$ cat config.mk
export PLATFORM = sky130hd
export DESIGN_NAME = pc88_loader_sink_flat
export DESIGN_NICKNAME = d
export VERILOG_FILES = /design/src/rtl/pc88_loader_sink_if.sv /design/src/rtl/pc88_loader_sink.sv /design/src/flat_wrapper.sv
export SDC_FILE = /design/constraint.sdc
export NUM_CORES = 1
export LEC_CHECK = 0
export ABC_AREA = 0
export ABC_CLOCK_PERIOD_IN_PS = 2700
export CORE_MARGIN = 8
export CORE_UTILIZATION = 49
export CTS_CLUSTER_DIAMETER = 40
export DETAILED_ROUTE_END_ITERATION = 8
export GPL_ROUTABILITY_DRIVEN = 0
export GPL_TIMING_DRIVEN = 1
export HOLD_SLACK_MARGIN = 0.08
export PLACE_DENSITY = 0.79
export SLEW_MARGIN = 20
export SYNTH_ARGS = -nofsm -noshare
export SYNTH_HDL_FRONTEND = slang
export SYNTH_SLANG_ARGS = --single-unit
$ cat constraint.sdc
create_clock -name clk_sys -period 2.7 [get_ports clk_sys]
set_input_delay 0.27 -clock clk_sys [delete_from_list [all_inputs] [get_ports clk_sys]]
set_output_delay 0.27 -clock clk_sys [all_outputs]
set_load 0.005 [all_outputs]
$ cat src/rtl/pc88_loader_sink_if.sv
// Loader byte-stream and SDRAM write-port signals of pc88_loader_sink.
// The slave modport is the sink's view; the master modport is the sender/arbiter side.
interface pc88_loader_sink_if #(
    parameter int unsigned AW = 19
);
    logic          ldr_oe;
    logic [AW-1:0] ldr_adr;
    logic [7:0]    ldr_wdat;
    logic          ldr_wr;
    logic          ldr_ack;
    logic          ldr_done;

    logic          mem_req;
    logic [AW-2:0] mem_addr;
    logic [15:0]   mem_din;
    logic [1:0]    mem_be;
    logic          mem_ack;

    modport slave (
        input  ldr_oe, ldr_adr, ldr_wdat, ldr_wr, mem_ack,
        output ldr_ack, ldr_done, mem_req, mem_addr, mem_din, mem_be
    );

    modport master (
        output ldr_oe, ldr_adr, ldr_wdat, ldr_wr, mem_ack,
        input  ldr_ack, ldr_done, mem_req, mem_addr, mem_din, mem_be
    );
endinterface

$ cat src/rtl/pc88_loader_sink.sv
// PC-8801 loader responder: packs loader bytes into little-endian 16-bit SDRAM writes.
// Define LOADER_CHECKSUM_EN to build the running byte checksum on `sum`.
module pc88_loader_sink #(
    parameter int unsigned   AW         = 19,
    parameter logic [AW-2:0] BASE_WADDR = '0
) (
    input  logic               clk_sys,
    input  logic               reset,
    pc88_loader_sink_if.slave  bus,
    output logic               busy,
    output logic [15:0]        sum
);

    typedef enum logic [2:0] {
        S_IDLE,
        S_WRITE,
        S_ACK,
        S_WAITLOW,
        S_FLUSH
    } state_t;

    state_t        r_state;
    state_t        w_state_nxt;

    logic          r_oe_q;
    logic          r_fall_pend;
    logic          r_armed;
    logic          r_hold_vld;
    logic [7:0]    r_hold_data;
    logic [AW-2:0] r_hold_waddr;
    logic          r_is_flush;
    logic          r_ack;
    logic          r_done;
    logic          r_mem_req;
    logic [AW-2:0] r_mem_addr;
    logic [15:0]   r_mem_din;
    logic [1:0]    r_mem_be;

    logic          w_oe_fall;
    logic          w_end;
    logic          w_take;
    logic [AW-2:0] w_waddr;

    logic          w_hold_load;
    logic          w_hold_clr;
    logic          w_issue;
    logic          w_issue_flush;
    logic [AW-2:0] w_issue_addr;
    logic [15:0]   w_issue_din;
    logic [1:0]    w_issue_be;
    logic          w_req_drop;
    logic          w_ack_set;
    logic          w_done_set;
    logic          w_fall_clr;
    logic          w_arm_clr;
    logic          w_arm_set;

    assign w_oe_fall = r_oe_q & ~bus.ldr_oe;
    assign w_end     = w_oe_fall | r_fall_pend;
    assign w_take    = bus.ldr_wr & bus.ldr_oe & r_armed;
    assign w_waddr   = bus.ldr_adr[AW-1:1] + BASE_WADDR;

    always_comb begin
        // NOTE: every comb output gets a default first so no path can infer a latch.
        w_state_nxt   = r_state;
        w_hold_load   = 1'b0;
        w_hold_clr    = 1'b0;
        w_issue       = 1'b0;
        w_issue_flush = 1'b0;
        w_issue_addr  = '0;
        w_issue_din   = '0;
        w_issue_be    = '0;
        w_req_drop    = 1'b0;
        w_ack_set     = 1'b0;
        w_done_set    = 1'b0;
        w_fall_clr    = 1'b0;
        w_arm_clr     = 1'b0;
        w_arm_set     = 1'b0;

        case (r_state)
            S_IDLE: begin
                if (w_end) begin
                    w_fall_clr = 1'b1;
                    if (r_hold_vld) begin
                        w_issue      = 1'b1;
                        w_issue_addr = r_hold_waddr;
                        w_issue_din  = {8'h00, r_hold_data};
                        w_issue_be   = 2'b01;
                        w_hold_clr   = 1'b1;
                        w_state_nxt  = S_FLUSH;
                    end else begin
                        w_done_set = 1'b1;
                    end
                end else if (w_take) begin
                    if (!bus.ldr_adr[0] && !r_hold_vld) begin
                        w_hold_load = 1'b1;
                        w_state_nxt = S_ACK;
                    end else if (bus.ldr_adr[0] && r_hold_vld && (r_hold_waddr == w_waddr)) begin
                        w_issue      = 1'b1;
                        w_issue_addr = w_waddr;
                        w_issue_din  = {bus.ldr_wdat, r_hold_data};
                        w_issue_be   = 2'b11;
                        w_hold_clr   = 1'b1;
                        w_state_nxt  = S_WRITE;
                    end else if (r_hold_vld) begin
                        // Orphaned even byte goes out alone; the current byte stays un-acked.
                        w_issue       = 1'b1;
                        w_issue_flush = 1'b1;
                        w_issue_addr  = r_hold_waddr;
                        w_issue_din   = {8'h00, r_hold_data};
                        w_issue_be    = 2'b01;
                        w_hold_clr    = 1'b1;
                        w_state_nxt   = S_WRITE;
                    end else begin
                        w_issue      = 1'b1;
                        w_issue_addr = w_waddr;
                        w_issue_din  = {bus.ldr_wdat, 8'h00};
                        w_issue_be   = 2'b10;
                        w_state_nxt  = S_WRITE;
                    end
                end
            end
            S_WRITE: begin
                if (bus.mem_ack) begin
                    w_req_drop  = 1'b1;
                    w_state_nxt = r_is_flush ? S_IDLE : S_ACK;
                end
            end
            S_FLUSH: begin
                if (bus.mem_ack) begin
                    w_req_drop  = 1'b1;
                    w_done_set  = 1'b1;
                    w_state_nxt = S_IDLE;
                end
            end
            S_ACK: begin
                w_ack_set   = 1'b1;
                w_arm_clr   = 1'b1;
                w_state_nxt = S_WAITLOW;
            end
            S_WAITLOW: begin
                if (!bus.ldr_wr) begin
                    w_arm_set   = 1'b1;
                    w_state_nxt = S_IDLE;
                end
            end
            default: w_state_nxt = S_IDLE;
        endcase
    end

    always_ff @(posedge clk_sys) begin
        if (reset) begin
            r_state      <= S_IDLE;
            r_oe_q       <= 1'b0;
            r_fall_pend  <= 1'b0;
            r_armed      <= 1'b1;
            r_hold_vld   <= 1'b0;
            r_hold_data  <= '0;
            r_hold_waddr <= '0;
            r_is_flush   <= 1'b0;
            r_ack        <= 1'b0;
            r_done       <= 1'b0;
            r_mem_req    <= 1'b0;
            r_mem_addr   <= '0;
            r_mem_din    <= '0;
            r_mem_be     <= '0;
        end else begin
            r_state <= w_state_nxt;
            r_oe_q  <= bus.ldr_oe;
            r_ack   <= w_ack_set;
            r_done  <= w_done_set;

            if (w_fall_clr)     r_fall_pend <= 1'b0;
            else if (w_oe_fall) r_fall_pend <= 1'b1;

            if (w_arm_clr)      r_armed <= 1'b0;
            else if (w_arm_set) r_armed <= 1'b1;

            if (w_hold_load) begin
                r_hold_vld   <= 1'b1;
                r_hold_data  <= bus.ldr_wdat;
                r_hold_waddr <= w_waddr;
            end else if (w_hold_clr) begin
                r_hold_vld   <= 1'b0;
            end

            if (w_issue) begin
                r_mem_req  <= 1'b1;
                r_mem_addr <= w_issue_addr;
                r_mem_din  <= w_issue_din;
                r_mem_be   <= w_issue_be;
                r_is_flush <= w_issue_flush;
            end else if (w_req_drop) begin
                r_mem_req  <= 1'b0;
            end
        end
    end

`ifdef LOADER_CHECKSUM_EN
    logic [7:0]  r_acc_byte;
    logic [15:0] r_sum;
    logic        w_oe_rise;

    assign w_oe_rise = bus.ldr_oe & ~r_oe_q;

    // The byte offered in IDLE is the one acked later, since the sender holds it until ack.
    always_ff @(posedge clk_sys) begin
        if (reset) begin
            r_acc_byte <= '0;
            r_sum      <= '0;
        end else begin
            if ((r_state == S_IDLE) && w_take) r_acc_byte <= bus.ldr_wdat;
            if (w_oe_rise)      r_sum <= '0;
            else if (w_ack_set) r_sum <= r_sum + {8'h00, r_acc_byte};
        end
    end

    assign sum = r_sum;
`else
    assign sum = 16'h0000;
`endif

    assign busy         = (r_state != S_IDLE);
    assign bus.ldr_ack  = r_ack;
    assign bus.ldr_done = r_done;
    assign bus.mem_req  = r_mem_req;
    assign bus.mem_addr = r_mem_addr;
    assign bus.mem_din  = r_mem_din;
    assign bus.mem_be   = r_mem_be;

endmodule

$ cat src/flat_wrapper.sv
// flat-port wrapper written by rule: the top's interface ports become plain ports
module pc88_loader_sink_flat 
#(
    parameter int unsigned   AW         = 19,
    parameter logic [AW-2:0] BASE_WADDR = '0
)
  (clk_sys, reset, busy, sum, bus_ldr_oe, bus_ldr_adr, bus_ldr_wdat, bus_ldr_wr, bus_mem_ack, bus_ldr_ack, bus_ldr_done, bus_mem_req, bus_mem_addr, bus_mem_din, bus_mem_be);
  pc88_loader_sink_if #(.AW(AW)) bus_i ();
  input  logic clk_sys;
  input  logic reset;
  output logic busy;
  output logic [15:0] sum;
  input wire logic [$bits(bus_i.ldr_oe)-1:0] bus_ldr_oe;
  input wire logic [$bits(bus_i.ldr_adr)-1:0] bus_ldr_adr;
  input wire logic [$bits(bus_i.ldr_wdat)-1:0] bus_ldr_wdat;
  input wire logic [$bits(bus_i.ldr_wr)-1:0] bus_ldr_wr;
  input wire logic [$bits(bus_i.mem_ack)-1:0] bus_mem_ack;
  output wire logic [$bits(bus_i.ldr_ack)-1:0] bus_ldr_ack;
  output wire logic [$bits(bus_i.ldr_done)-1:0] bus_ldr_done;
  output wire logic [$bits(bus_i.mem_req)-1:0] bus_mem_req;
  output wire logic [$bits(bus_i.mem_addr)-1:0] bus_mem_addr;
  output wire logic [$bits(bus_i.mem_din)-1:0] bus_mem_din;
  output wire logic [$bits(bus_i.mem_be)-1:0] bus_mem_be;
  assign bus_i.ldr_oe = bus_ldr_oe;
  assign bus_i.ldr_adr = bus_ldr_adr;
  assign bus_i.ldr_wdat = bus_ldr_wdat;
  assign bus_i.ldr_wr = bus_ldr_wr;
  assign bus_i.mem_ack = bus_mem_ack;
  assign bus_ldr_ack = bus_i.ldr_ack;
  assign bus_ldr_done = bus_i.ldr_done;
  assign bus_mem_req = bus_i.mem_req;
  assign bus_mem_addr = bus_i.mem_addr;
  assign bus_mem_din = bus_i.mem_din;
  assign bus_mem_be = bus_i.mem_be;
  pc88_loader_sink #(.AW(AW), .BASE_WADDR(BASE_WADDR)) u_core (.clk_sys(clk_sys), .reset(reset), .bus(bus_i), .busy(busy), .sum(sum));
endmodule
==> metrics.md <==
| Metric | Value |
|---|---|
| Crit. End Element | `register` |
| DR vias/cell | `5.68` |
| Largest net degree at the start of global routing | `43` |
| Top layer reached by signal wires | `met4` |
| Latest clock arrival within the worst-skew pair | `350 ps` |
| Cell at the slowest stage of the critical path | `nor4_1` |
| #FFs+latches synth | `73` |
| Diodes inserted | `0` |
| First-pass DRT Iterations | `4` |
| Final setup violation count | `0` |
| Worst Setup Start Kind | `input pin` |
| Largest area contributor in the synthesized netlist | `dfxtp_1` |
| Initial antenna violation count | `0` |
| Starting density of the core | `0.498` |
| Avg Cell Area, Syn | `8.00 sq um` |
| Maximum fanout along the worst path | `12` |
| Met2 WL | `4730 um` |
| CTS root buf | `clkbuf_8` |
| Final Util | `0.629` |
| Fillcell total | `615` |
| TNS Setup | `0 ps` |
| Clock Power Share | `0.283` |
| Worst-Margin Slew | `851 ps` |
| Crit-path cells | `clkdlybuf4s50_1 -> xor2_1 -> nor4_1 -> nand3_1 -> buf_4 -> o22ai_4 -> a32o_1` |
| Iteration-0 DRC Markers | `218` |
| FFs w/ async S/R, synth | `0` |
| Share of cells above drive strength 1 | `0.0747` |
| Predominant post-synthesis flop cell | `dfxtp_1` |
| EDFF count, synth | `0` |
| Port Buffers | `71` |
| PwrDens | `667 nW/um^2` |
| Synth top area cells | `dfxtp_1 41%, a21oi_1 9.4%, nand2_1 5.8%` |
| Critical Path Max Stage Delay | `560 ps` |
| WS Path Type | `input pin to register` |
| Maxcap violations | `0` |
| Clk buf depth | `2` |
| Yosys Warn Count | `0` |
| Buf+Inv Stages, Crit Path | `2` |
| Post-synthesis sequential area ratio | `0.409` |
| Sequential Power Share | `0.440` |
| Pins Over Slew Limit | `0` |
| Hold path depth | `2` |
| DR WL met3 | `876 um` |
| Row cnt | `31` |
| VDD IR max | `0.000316 V` |
| Post-Place Setup Slack | `294 ps` |
| Total Wirelength | `10000 um` |
| Tcrit/Tclk final | `0.793` |
| IO Count | `88` |
| Chip Height | `101 um` |
| Logic gate share of total power | `0.277` |
| WL met1 | `4240 um` |
| Fin. Hold Viols | `0` |
| Sw frac | `0.312` |
| Die area | `10300 sq um` |
| Hold WC Path Type | `register to register` |
| Setup Skew | `9.64 ps` |
| Post-CTS Setup Bufs | `0` |
| Max-slew headroom | `0.432` |
| TritonCTS clock tree | `done` |
| Number of global-route vias before repair | `3363` |
| Internal power | `2.07 mW` |
| Gate count of the mapped netlist | `447` |
| Worst-path clk slew | `70 ps` |
| RSZ-0062 raised after global routing | `false` |
| Total clock buffers created by CTS | `9` |
| Clock sink count | `73` |
| Pwr Total | `3.01 mW` |
| CTS H-Tree Depth | `3` |
| Core Area | `7180 sq um` |
| Avg WL per Cell | `16.5 um` |
| Dpl hpwl | `6820 um` |
| Arrival time at the worst endpoint | `2430 ps` |
| Yosys top cell area share | `0.409` |
| Worst Path Required | `2980 ps` |
| First-pass GRT wire length | `16000 um` |
| Synthesized cell area | `3580 sq um` |
| P_sw | `938 uW` |
| Tot GR Track Use | `0.196` |
| Status | `complete, no violations` |
| Max Clock Freq | `467 MHz` |
| Lkg Pwr | `1.63 nW` |
| Resize count post-CTS | `0` |
| Critical path depth | `7` |
| Final net count | `536` |
| Syn-to-layout area delta | `26.2%` |
| Antenna-violating nets left | `0` |
| GRT overflow | `0` |
| Setup WS post-layout | `558 ps` |
| DR DRC count | `0` |
| Via count | `3453` |
| Fin crit period | `2140 ps` |
| Hold_buf cts | `0` |
| Synth cell types | `40` |
| Die Width | `101 um` |
| Kind of cell adding the most delay to the critical path | `simple AND/OR/NAND/NOR gates` |
| Worst R2R Path Depth | `5` |
-- metal layers --
layer | vias to the layer above | track usage
met5 | - | 0
met4 | 0 | 0.0985
met3 | 13 | 0.0557
met2 | 150 | 0.321
met1 | 1606 | 0.230
li1 | 1684 | -
-- state kept, by name (all words and copies together), names as in the netlist --
signal and flops:
u_core.bus.mem_addr 18, u_core.r_hold_vld 1, u_core.bus.mem_din 16, u_core.bus.mem_be 2
u_core.bus.mem_req 1, u_core.r_armed 1, u_core.r_is_flush 1, u_core.r_hold_data 8
u_core.r_oe_q 1, u_core.bus.ldr_done 1, u_core.r_hold_waddr 18, u_core.r_fall_pend 1
u_core.bus.ldr_ack 1, u_core.r_state 3
-- cells in the mapped netlist, types with 2 or more instances --
library cell  instances
buf_2                 3
xnor2_1               5
o21ai_0               4
clkbuf_1             33
nand3_1               3
a21oi_1              67
a32o_1                8
nor3_1               19
o311ai_1             18
inv_1                24
xor2_1               14
nand2_1              55
dfxtp_1              73
nor4_1               23
buf_4                17
buf_6                 2
and3_1                5
a22oi_1               9
nor2_1               17
nand2b_1              4
nor2b_1               4
a22o_1                2
a31oi_1              21
-- cells in the final DEF, fill, tap and decap left out, types with 4 or more instances in the layout --
cell type	count
nor4_1	23
conb_1	16
buf_4	15
dfxtp_1	73
o21ai_0	4
xor2_1	14
clkbuf_8	10
a32o_1	8
a22oi_1	9
xnor2_1	5
a21oi_1	67
nor2_1	17
a31oi_1	21
nor3_1	19
inv_1	24
nand2b_1	4
o311ai_1	18
and3_1	5
nand2_1	55
clkdlybuf4s50_1	71
-- power groups by stage --
stage               Sequential, mW  Clock [mW]  Combinational, mW
detailed placement            1.35           0              0.828
finish                        1.32       0.853              0.832
global placement              1.34           0              0.803
CTS                           1.32       0.862              0.832
floorplan                     1.31           0              0.500
global route                  1.34       0.915              0.918
-- stage by stage --
stage	area, sq um	cells	hold WS (ps)
final	4510	608	463
after global placement	4310	592	445
after global routing	4510	608	490
after floorplan	3630	462	398
after detailed placement	4320	592	452
after CTS	4510	608	463
-- tightest hold or removal path, stage by stage (launching register included) --
cell	delay [ps]
dfxtp_1	310
nand2_1	50
a21oi_1	50
-- path summary, 6_finish.rpt --
| path | from | slack [ps] | end |
|---|---|---|---|
| max | bus_ldr_adr[12] | 560 | u_core.bus.mem_din[12] |
| min | u_core.r_hold_data[0] | 460 | u_core.r_hold_data[0] |
| max reg2reg | u_core.r_state[0] | 580 | u_core.bus.mem_addr[1] |
| min reg2reg | u_core.r_hold_data[0] | 460 | u_core.r_hold_data[0] |
-- layout make-up --
cell class	instances	area [sq um]	share of cell area
clock buffer	11	141	0.0313
sequential	73	1460	0.324
multi-input combinational	309	1800	0.398
clock inverter	5	55.1	0.0122
tap	99	124	0.0275
timing repair buffer	87	843	0.187
inverter	24	90.1	0.0200
-- cell families (layout without fill, tap and decap cells) --
logic type | count (synthesis) | in the layout | share of synthesized area
simple gates | 138 | 138 | 0.189
compound gates | 135 | 135 | 0.245
buf+inv | 80 | 127 | 0.107
flops | 73 | 73 | 0.409
xor+xnor | 19 | 19 | 0.0465
other cells | 1 | 16 | 0.00105
mux | 1 | 1 | 0.00280
Power figures use the tool's default switching activity.
